## src/rtl/alu_issue_stage.sv

```systemverilog
// Issue/writeback wrapper around the combinational alu: operand fetch with
// forwarding from E, a single-entry E stage, a W output register and sticky flags.
module alu_issue_stage #(
    parameter int WIDTH = 16,
    parameter int NREG  = 8,
    localparam int RW   = $clog2(NREG)
) (
    input  logic             clk,
    input  logic             rst,
    input  logic             in_valid,
    output logic             in_ready,
    input  logic [4:0]       in_opcode,
    input  logic [RW-1:0]    in_rd,
    input  logic [RW-1:0]    in_rs1,
    input  logic [RW-1:0]    in_rs2,
    input  logic             in_use_imm,
    input  logic [WIDTH-1:0] in_imm,
    output logic [WIDTH-1:0] alu_a,
    output logic [WIDTH-1:0] alu_b,
    output logic [4:0]       alu_opcode,
    input  logic [WIDTH-1:0] alu_result,
    input  logic             alu_zero,
    input  logic             alu_carry,
    input  logic             alu_overflow,
    output logic             out_valid,
    input  logic             out_ready,
    output logic [WIDTH-1:0] out_result,
    output logic [RW-1:0]    out_rd,
    output logic [2:0]       out_flags,
    output logic [1:0]       sticky_flags,
    input  logic             sticky_clr
);

    logic [WIDTH-1:0] rf [NREG];

    logic             vld_p1;
    logic [4:0]       op_p1;
    logic [RW-1:0]    rd_p1;
    logic [WIDTH-1:0] a_p1;
    logic [WIDTH-1:0] b_p1;

    logic             vld_p2;
    logic [WIDTH-1:0] res_p2;
    logic [RW-1:0]    rd_p2;
    logic [2:0]       flags_p2;
    logic [1:0]       sticky_q;

    logic             e_move;
    logic             accept;
    logic             fwd_a;
    logic             fwd_b;
    logic [WIDTH-1:0] opa;
    logic [WIDTH-1:0] opb;
    logic [1:0]       sticky_ev;
    logic [1:0]       sticky_nxt;

    assign e_move   = vld_p1 & (~vld_p2 | out_ready);
    assign in_ready = ~vld_p1 | e_move;
    assign accept   = in_valid & in_ready;

    // The RF is written on the E->W edge, so only the instruction in E can be newer than the RF.
    assign fwd_a = e_move && (rd_p1 != '0) && (rd_p1 == in_rs1);
    assign fwd_b = e_move && (rd_p1 != '0) && !in_use_imm && (rd_p1 == in_rs2);

    always_comb begin
        opa = (in_rs1 == '0) ? '0 : rf[in_rs1];
        opb = (in_rs2 == '0) ? '0 : rf[in_rs2];
        if (fwd_a)
            opa = alu_result;
        if (in_use_imm)
            opb = in_imm;
        else if (fwd_b)
            opb = alu_result;
    end

    // A clear coinciding with a new event keeps only the new event.
    always_comb begin
        sticky_ev  = e_move ? {alu_overflow, alu_carry} : 2'b00;
        sticky_nxt = sticky_clr ? sticky_ev : (sticky_q | sticky_ev);
    end

    always_ff @(posedge clk or posedge rst) begin
        if (rst) begin
            vld_p1   <= 1'b0;
            op_p1    <= '0;
            rd_p1    <= '0;
            a_p1     <= '0;
            b_p1     <= '0;
            vld_p2   <= 1'b0;
            res_p2   <= '0;
            rd_p2    <= '0;
            flags_p2 <= '0;
            sticky_q <= '0;
            for (int i = 0; i < NREG; i++)
                rf[i] <= '0;
        end else begin
            // E stage: operands and opcode presented to the alu
            if (accept) begin
                vld_p1 <= 1'b1;
                op_p1  <= in_opcode;
                rd_p1  <= in_rd;
                a_p1   <= opa;
                b_p1   <= opb;
            end else if (e_move) begin
                vld_p1 <= 1'b0;
            end

            // W stage: registered result, flags and register writeback
            if (e_move) begin
                vld_p2   <= 1'b1;
                res_p2   <= alu_result;
                rd_p2    <= rd_p1;
                flags_p2 <= {alu_overflow, alu_carry, alu_zero};
                if (rd_p1 != '0)
                    rf[rd_p1] <= alu_result;
            end else if (out_ready) begin
                vld_p2 <= 1'b0;
            end

            sticky_q <= sticky_nxt;
        end
    end

    assign alu_a        = a_p1;
    assign alu_b        = b_p1;
    assign alu_opcode   = op_p1;
    assign out_valid    = vld_p2;
    assign out_result   = res_p2;
    assign out_rd       = rd_p2;
    assign out_flags    = flags_p2;
    assign sticky_flags = sticky_q;

endmodule

```

## config.mk

```make
export PLATFORM = sky130hd
export DESIGN_NAME = alu_issue_stage
export DESIGN_NICKNAME = d
export VERILOG_FILES = /design/src/rtl/alu_issue_stage.sv
export SDC_FILE = /design/constraint.sdc
export NUM_CORES = 1
export LEC_CHECK = 0
export CAP_MARGIN = 20
export CORE_AREA = 2 2 143 145
export DETAILED_ROUTE_END_ITERATION = 10
export DIE_AREA = 0 0 145 147
export HOLD_SLACK_MARGIN = 0.02
export PLACE_DENSITY_LB_ADDON = 0.08
export SKIP_CTS_REPAIR_TIMING = 1
export SLEW_MARGIN = 20
export SYNTH_ARGS = -nofsm -noshare
export SYNTH_HDL_FRONTEND = slang
export SYNTH_SLANG_ARGS = --single-unit
```

## constraint.sdc

```tcl
create_clock -name clk -period 7.25 [get_ports clk]
set_input_delay 0.725 -clock clk [delete_from_list [all_inputs] [get_ports clk]]
set_output_delay 0.725 -clock clk [all_outputs]
set_load 0.01 [all_outputs]
```

## Word level (Yosys, flattened, before mapping)

Cells that the tools add are included.

- Bits in registers: 194
- Input port bits: 55
- Output and inout port bits: 63
- Logic and storage cells: 66

- Magnitude comparators: 4
- Eq/ne operators: 2
- Muxes and demuxes: 20
- Bitwise operators: 10
- Reductions and logical operators: 12

Operator list:

| kind | number |
|---|---|
| two-way mux 16 bit | 10 |
| bitwise mux 128 bit | 1 |
| binary-select mux 16 bit (select 3 bit) | 2 |
| demux 16 bit (select 3 bit) | 1 |
| >= comparator 4 bit, second input constant | 3 |
| inverter 3 -> 4 bit | 3 |
| == test 3 bit | 2 |
| logical NOT 3 bit | 2 |
| logical AND 1 bit | 5 |
| < comparator 4 x 1 -> 1 bit, second input constant | 1 |
| two-way mux 1 bit | 4 |
| two-way mux 2 bit | 2 |
| nonzero test 2 bit | 2 |
| nonzero test 3 bit | 1 |
| AND 1 bit | 2 |
| inverter 1 bit | 2 |
| OR 1 bit | 2 |
| OR 2 bit | 1 |
| AND reduction 2 bit | 1 |
| logical NOT 1 bit | 1 |

## Depth between registers and ports, before layout

Gate-level depths: netlist of the first run.

- Depth after elaboration: 8
- Depth in mapped cells: 8
- Depth with buffers taken out: 5

## Worst setup path after synthesis of the first run

Ideal clock, no wire load.

- Kind: input to register
- From: input port in_rs1[0]
- To: register a_p1[10], in the netlist alu_a[10]
- Library setup time: 0.133 ns
- Arrival time: 2.051 ns
- Data required time: 7.117 ns
- Setup slack: 5.065 ns
- Stages: 6
- Path buffers: 2
- Path through: clkbuf_1 -> xnor2_1 -> nand2_1 -> o311ai_1 -> clkbuf_1 -> o21ai_0

- Cells in the longest elaborated chain, start to end: 6
- Elaborated cells on any way between the ends: 9
- Classes of those cells: eq/ne: 1; mux: 5; bitwise: 1; reduce/logical: 2

RTL lines:

| item | RTL line | source |
|---|---|---|
| start, declared | 14 | `input logic [RW-1:0] in_rs1,` |
| inverter 3 -> 4 bit (not written as such) | 66 | `opa = (in_rs1 == '0) ? '0 : rf[in_rs1];` |
| binary-select mux 16 bit (select 3 bit) | 66 |  |
| two-way mux 16 bit (not written as such) (2 in a row) | 66 |  |
| two-way mux 16 bit | 66 |  |
| two-way mux 16 bit * | 68 | `if (fwd_a)` |
| end signal, assigned | 102 | `a_p1 <= opa;` |
| end, declared | 39 | `logic [WIDTH-1:0] a_p1;` |

Every way passes the cells marked *; elsewhere a longest branch is shown, timed or not. The select of a mux whose other input is x is not followed.
A chain may end at the register's enable or synchronous reset.

## Worst setup path in the final report of the first run

- From: input port out_ready
- To: register rf[69] (netlist bit)

- Cells in the longest elaborated chain, start to end: 3

RTL lines:

| item | RTL line | source |
|---|---|---|
| start, declared | 26 | `input logic out_ready,` |
| OR 1 bit | 57 | `assign e_move = vld_p1 & (~vld_p2 \| out_ready);` |
| AND 1 bit | 57 |  |
| AND reduction 2 bit (no line) | n/a |  |
| end signal, assigned by index | 115 | `rf[rd_p1] <= alu_result;` |
| end, declared | 34 | `logic [WIDTH-1:0] rf [NREG];` |

Every way passes these cells.

==> results.md, run 1 <==
- H-tree levels: 4
- CP endpoint kind: register
- Finish-stage setup viols: 0
- CTS Buffer Depth: 2
- Die width: 145 um
- Clock transition at path regs: 70 ps
- Part of the power in combinational logic: 30.7%
- Initial antenna violation count: 0
- Sw Pwr: 1.173 mW
- CTS tree: done
- Synth top area cells: dfrtp_1 50%, mux4_2 15%, mux2_2 12%, nand2_1 4.9%, clkbuf_1 1.9%
- LEAKAGE: 4.912 nW
- Peak supply drop: 0.1891 mV
- Total track usage: 23.97%
- Synthesis Warnings: 0
- Layout cell share with drive strength beyond 1: 26.97%
- Fin area: 0.01147 sq mm
- R2R depth: 4
- Largest net degree at the start of global routing: 113
- Placer Congestion: 0.7883
- Post-synth cell types: 34
- Die extent in y: 147 um
- First-pass GRT wire length: 39.40 mm
- Final std cells w/o fill: 1,108
- Area Growth Syn to Fin: 18.45%
- Max Slew Vio Count: 0
- Register area share after synthesis: 50.13%
- Sequential share of power: 45.2%
- Port buffer count: 117
- Cells after Synth: 767
- Hold path cells: 0
- Required @ worst endpoint: 7560 ps
- Power Density: 340.4 mW/mm^2
- Crit path time final: 3524 ps
- Actual slew at the worst max-slew pin: 1101 ps
- Mean post-synth cell area: 12.63 sq um
- Fraction of power spent switching nets: 30.04%
- Worst hold start: rf[113]$_DFFE_PP0P_
- Tcrit/Tclk final: 48.60%
- RR Endpoint: rf[69]$_DFFE_PP0P_
- R2R Setup Slk: 4120 ps
- Slew margin rel.: 26.23%
- Sink Count: 194
- Post-Place Cell Area: 0.01089 sq mm
- WS Path Type: in -> reg
- Post-synth top area cell: dfrtp_1
- DR vias/cell: 5.828
- Wirelength per Cell: 22.14 um
- RSZ-0062 raised after global routing: no
- Clock Skews: 6.060 ps
- Placed Cells: 1,076
- Core Rows: 52
- Hold EP: rf[113]$_DFFE_PP0P_
- ANT nets after route: 0
- Internal cell power: 2.731 mW
- DRT iter0 DRCs: 485
- Diode count: 0
- Total CTS buffers: 17
- Main synth FF type: dfrtp_1
- Clock power share: 24.1%
- Final hold vios: 0
- Setup TNS: 0 ps
- Vias in the first global route: 6,697
- Core Util, Final: 57.81%
- Placeable Area: 0.01984 sq mm
- EDFF count, synth: 0
- Fmax: 0.2838 GHz
- Vias: 6,457
- Drt drc: 0
- Post-Syn Area: 0.009684 sq mm
- Initial core utilization: 48.80%
- Crit path launch type: primary input
- DP Wirelength: 16.01 mm
- Arr. time, crit path: 3840 ps
- Clock Root Buffer: clkbuf_16
- Peak fanout along the critical path: 25
- Synthesized Nets: 822
- I/O pin total: 118
- Post-synth ARST share: 100.0%
- Final WL: 24.54 mm
- WHS: 401.5 ps
- Top-area cell type share of the netlist area: 50.13%
- Outcome: finished clean
- Grt total ovfl: 0
- Hold Path Class: reg -> reg
- Worst r2r src: out_valid$_DFFE_PP0P_
- Number of synthesized register bits: 194
- # nets final: 880
- Worst skew pair latency: 430 ps
- Die Area: 0.02132 sq mm
- Max cap viols: 0
- Drt pass-1 iters: 5
## critical path, cell delays in order
cell and delay, ps:
clkdlybuf4s50_1 470, nand2b_2 190, and2_1 750, nand4b_1 1070, mux2_2 620
## kinds of logic (layout without fill, tap and decap cells)
kind of cell / count (synthesis) / in the layout / synth area share, %
AO/OA/AOI/OAI: 103 / 103 / 6.538
XOR/XNOR: 6 / 6 / 0.5426
buffers and inverters: 93 / 164 / 4.238
flip-flops: 194 / 194 / 50.13
multiplexers: 192 / 192 / 29.95
AND/OR/NAND/NOR: 179 / 179 / 8.605
## through the flow
step / power, mW / worst slack [ps]
after floorplan: 2.504 / 1241
after global placement: 2.895 / 3348
after detailed placement: 2.972 / 3259
after CTS: 3.921 / 3721
after global routing: 4.100 / 3526
final: 3.904 / 3726
## synthesized netlist by cell type (2+ instances only)
library cell and number:
clkbuf_1 49, nand4b_1 2, xor2_1 2, o211ai_1 17, nand2_1 126, buf_2 22, mux2_4 10, buf_1 12
o21ai_0 34, mux2_2 102, and2_1 2, mux2i_1 16, o22ai_1 16, or3_1 2, dfrtp_1 194, a22oi_1 16
buf_6 3, nand3b_1 19, a21oi_1 16, nand2b_1 19, and3_1 2, inv_1 4, nor2_1 3, xnor2_1 4
mux4_2 64, buf_4 3
## worst max-delay path by stage
stage,start,slack [ps],depth (start not counted),endpoint
5_1_grt,out_ready,3530,5,rf[69]$_DFFE_PP0P_
2_1_floorplan,rst,1240,1,alu_a[0]$_DFFE_PP0P_
3_5_place_dp,out_ready,3260,5,rf[66]$_DFFE_PP0P_
3_3_place_gp,out_ready,3350,5,rf[65]$_DFFE_PP0P_
6_report,out_ready,3730,5,rf[69]$_DFFE_PP0P_
4_1_cts,out_ready,3720,5,rf[69]$_DFFE_PP0P_
## flip-flops by register name, indices dropped and copies added (netlist names)
name	cells
rf	128
alu_a	16
alu_b	16
out_result	16
alu_opcode	5
out_flags	3
out_rd	3
rd_p1	3
sticky_flags	2
out_valid	1
vld_p1	1
## power by group through the flow
stage	clock network, mW	registers, mW	logic (mW)
5_1_grt	1.00	1.81	1.29
2_1_floorplan	0	1.71	0.794
3_5_place_dp	0	1.77	1.20
3_3_place_gp	0	1.73	1.16
6_report	0.942	1.76	1.20
4_1_cts	0.958	1.76	1.21
## layer usage
| metal | vias up | wire length, um | GRT usage [%] |
|---|---|---|---|
| met3 | 15 | 1270 | 5.031 |
| met2 | 196 | 10850 | 35.81 |
| met4 | 0 | 176 | 4.851 |
| met1 | 3359 | 12240 | 36.64 |
| li1 | 2887 | - | - |
| met5 | - | 0 | 0 |
## layout by cell type (no fill, tap or decap), types with 3 or more instances in the layout
cell type and count:
a21oi_1 16, a22oi_1 16, buf_4 9, clkbuf_16 17, clkdlybuf4s50_1 115, clkinv_2 5
dfrtp_1 194, inv_1 3, mux2_2 102, mux2_4 10, mux2i_1 16, mux4_2 64
nand2_1 126, nand2b_1 19, nand3b_1 19, nor2_1 3, o211ai_1 17, o21ai_0 34
o22ai_1 16, xnor2_1 4
## cell type report
| cell class | instances | area (sq um) |
|---|---|---|
| Inverter | 4 | 22.52 |
| Multi-Input combinational cell | 480 | 4427 |
| Sequential cell | 194 | 4855 |
| Timing Repair Buffer | 128 | 1251 |
| Clock inverter | 13 | 135.1 |
| Fill cell | 1635 | 8373 |
| Clock buffer | 19 | 442.9 |
| Tap cell | 270 | 337.8 |
(Power assumes the default switching activity.)
==> run 2, diff against run 1 <==
==> constraint.sdc (replaced) <==
create_clock -name clk -period 3.1 [get_ports clk]
set_input_delay 0.31 -clock clk [delete_from_list [all_inputs] [get_ports clk]]
set_output_delay 0.31 -clock clk [all_outputs]
set_load 0.01 [all_outputs]
==> run 2 against run 1 <==
Effect of this change:
- flip-flop and latch count is the same
- die area is the same
- largest cell class unchanged
- sequential share of layout area shrank 0.97 points
- critical path type is now reg -> reg
- hold slack lost 280 ps
- non-clock buffer count grew 19
- via count grew 2.3%
- total power grew 140%
- combinational power grew 130%
- global-route usage grew 0.97 points
- core utilization grew 1.4 points
- count of clock-buffer cells in the layout is the same
==> results.md, run 2 (synthesis results as in run 1) <==
- Outcome: finished clean
- Crit. Startpoint: rd_p1[1]$_DFFE_PP0P_
- Largest net degree at the start of global routing: 86
- Vias: 6,606
- M1 GR Usage: 36.73%
- Final hold vios: 0
- Drt drc: 0
- DRT iter0 DRCs: 503
- Fillers: 1,555
- Grt total ovfl: 0
- Final std cells w/o fill: 1,127
- ANT nets after route: 0
- Total CTS buffers: 17
- Area Growth Syn to Fin: 21.23%
- # nets final: 899
- Crit path launch type: register
- CTS Buffer Depth: 2
- Peak supply drop: 0.4523 mV
- Drt pass-1 iters: 6
- Die extent in y: 147 um
- Total track usage: 24.94%
- Initial core utilization: 48.80%
- Die Area: 0.02132 sq mm
- Placer Congestion: 0.8055
- Arr. time, crit path: 2520 ps
- Finish-stage setup viols: 0
- Actual slew at the worst max-slew pin: 1096 ps
- Final WL: 25.38 mm
- I/O pin total: 118
- H-tree levels: 4
- Placeable Area: 0.01984 sq mm
- WS Path Type: reg -> reg
- M3 GR Usage: 5.528%
- R2R depth: 2
- Hold Path Class: in -> async
- Die width: 145 um
- Clock Root Buffer: clkbuf_16
- Clock Skews: 9.163 ps
- Core Rows: 52
- Port buffer count: 117
- Placed Cells: 1,095
- R2R Setup Slk: 900 ps
- Peak fanout along the critical path: 16
- Most frequent cells in the layout: 194 x dfrtp_1, 126 x nand2_1, 115 x clkdlybuf4s50_1
- Diode count: 0
- Power Density: 798.9 mW/mm^2
- Tcrit/Tclk final: 71.05%
- Slew margin rel.: 26.96%
- DR vias/cell: 5.862
- Commonest non-fill, non-tap cell in the layout: dfrtp_1
- Initial antenna violation count: 0
- Required @ worst endpoint: 3420 ps
- Max FFs per register: 128
- Worst skew pair latency: 440 ps
- Max cap viols: 0
- CTS tree: done
- Max Slew Vio Count: 0
- DP Wirelength: 17.02 mm
- First-pass GRT wire length: 40.72 mm
- Clock transition at path regs: 70 ps
- Wirelength per Cell: 22.52 um
- Setup TNS: 0 ps
- CP endpoint kind: register
- RR Endpoint: rf[106]$_DFFE_PP0P_
- LEAKAGE: 5.055 nW
- M2 GR Usage: 37.76%
- Layout cell share with drive strength beyond 1: 28.59%
- Sink Count: 194
- RSZ-0062 raised after global routing: no
- Largest Register: rf
- Worst r2r src: rd_p1[1]$_DFFE_PP0P_
- GR peak layer: met2
- Crit path time final: 2203 ps
- Fmax: 0.4540 GHz
- Vias in the first global route: 6,953
run 2: layer usage:
layer,share of wire (%),vias up
met5,0,-
met4,1.3,0
met3,6.5,30
met2,46,241
met1,46,3392
li1,-,2943
run 2: worst max path at each step:
stage / depth (start not counted) / slack, ps / end
5_1_grt: 2 / 840 / rf[105]$_DFFE_PP0P_
3_5_place_dp: 6 / 510 / rf[106]$_DFFE_PP0P_
3_3_place_gp: 6 / 530 / rf[110]$_DFFE_PP0P_
6_report: 2 / 900 / rf[106]$_DFFE_PP0P_
4_1_cts: 2 / 930 / rf[106]$_DFFE_PP0P_
2_1_floorplan: 1 / 290 / alu_a[0]$_DFFE_PP0P_
run 2: layout make-up:
cell class              count  area, sq um  area share [%]
well taps                 270        337.8           2.878
clock buffers              19        452.9           3.858
inverters                   4        18.77          0.1599
clock inverters            13        205.2           1.748
multi-input cells         480         4434           37.77
flip-flops and latches    194         4855           41.35
repair buffers            147         1436           12.23
run 2: critical path: stages (launching register included):
cell and delay [ps]:
dfrtp_1 710, or3_1 940, mux2_2 420
run 2: stage by stage:
step	hold WS (ps)	instance area, sq um	setup WS (ps)	total power [mW]	utilization (%)
finish	119.7	11740	897.4	9.379	59.16
CTS	115.1	11730	929.0	9.418	59.12
global placement	377.1	11070	532.8	6.761	55.80
global route	128.2	11740	836.8	9.867	59.16
floorplan	406.4	9688	285.6	5.857	-
detailed placement	383.6	11070	514.8	6.929	55.80
run 2: power by group:
group          internal, mW  total (mW)  leakage [nW]  switching (mW)
combinational          1.75        2.79          2.34            1.03
sequential             3.44        4.12          2.38           0.677
clock                  1.48        2.47         0.327           0.995
total                  6.67        9.38          5.06            2.71
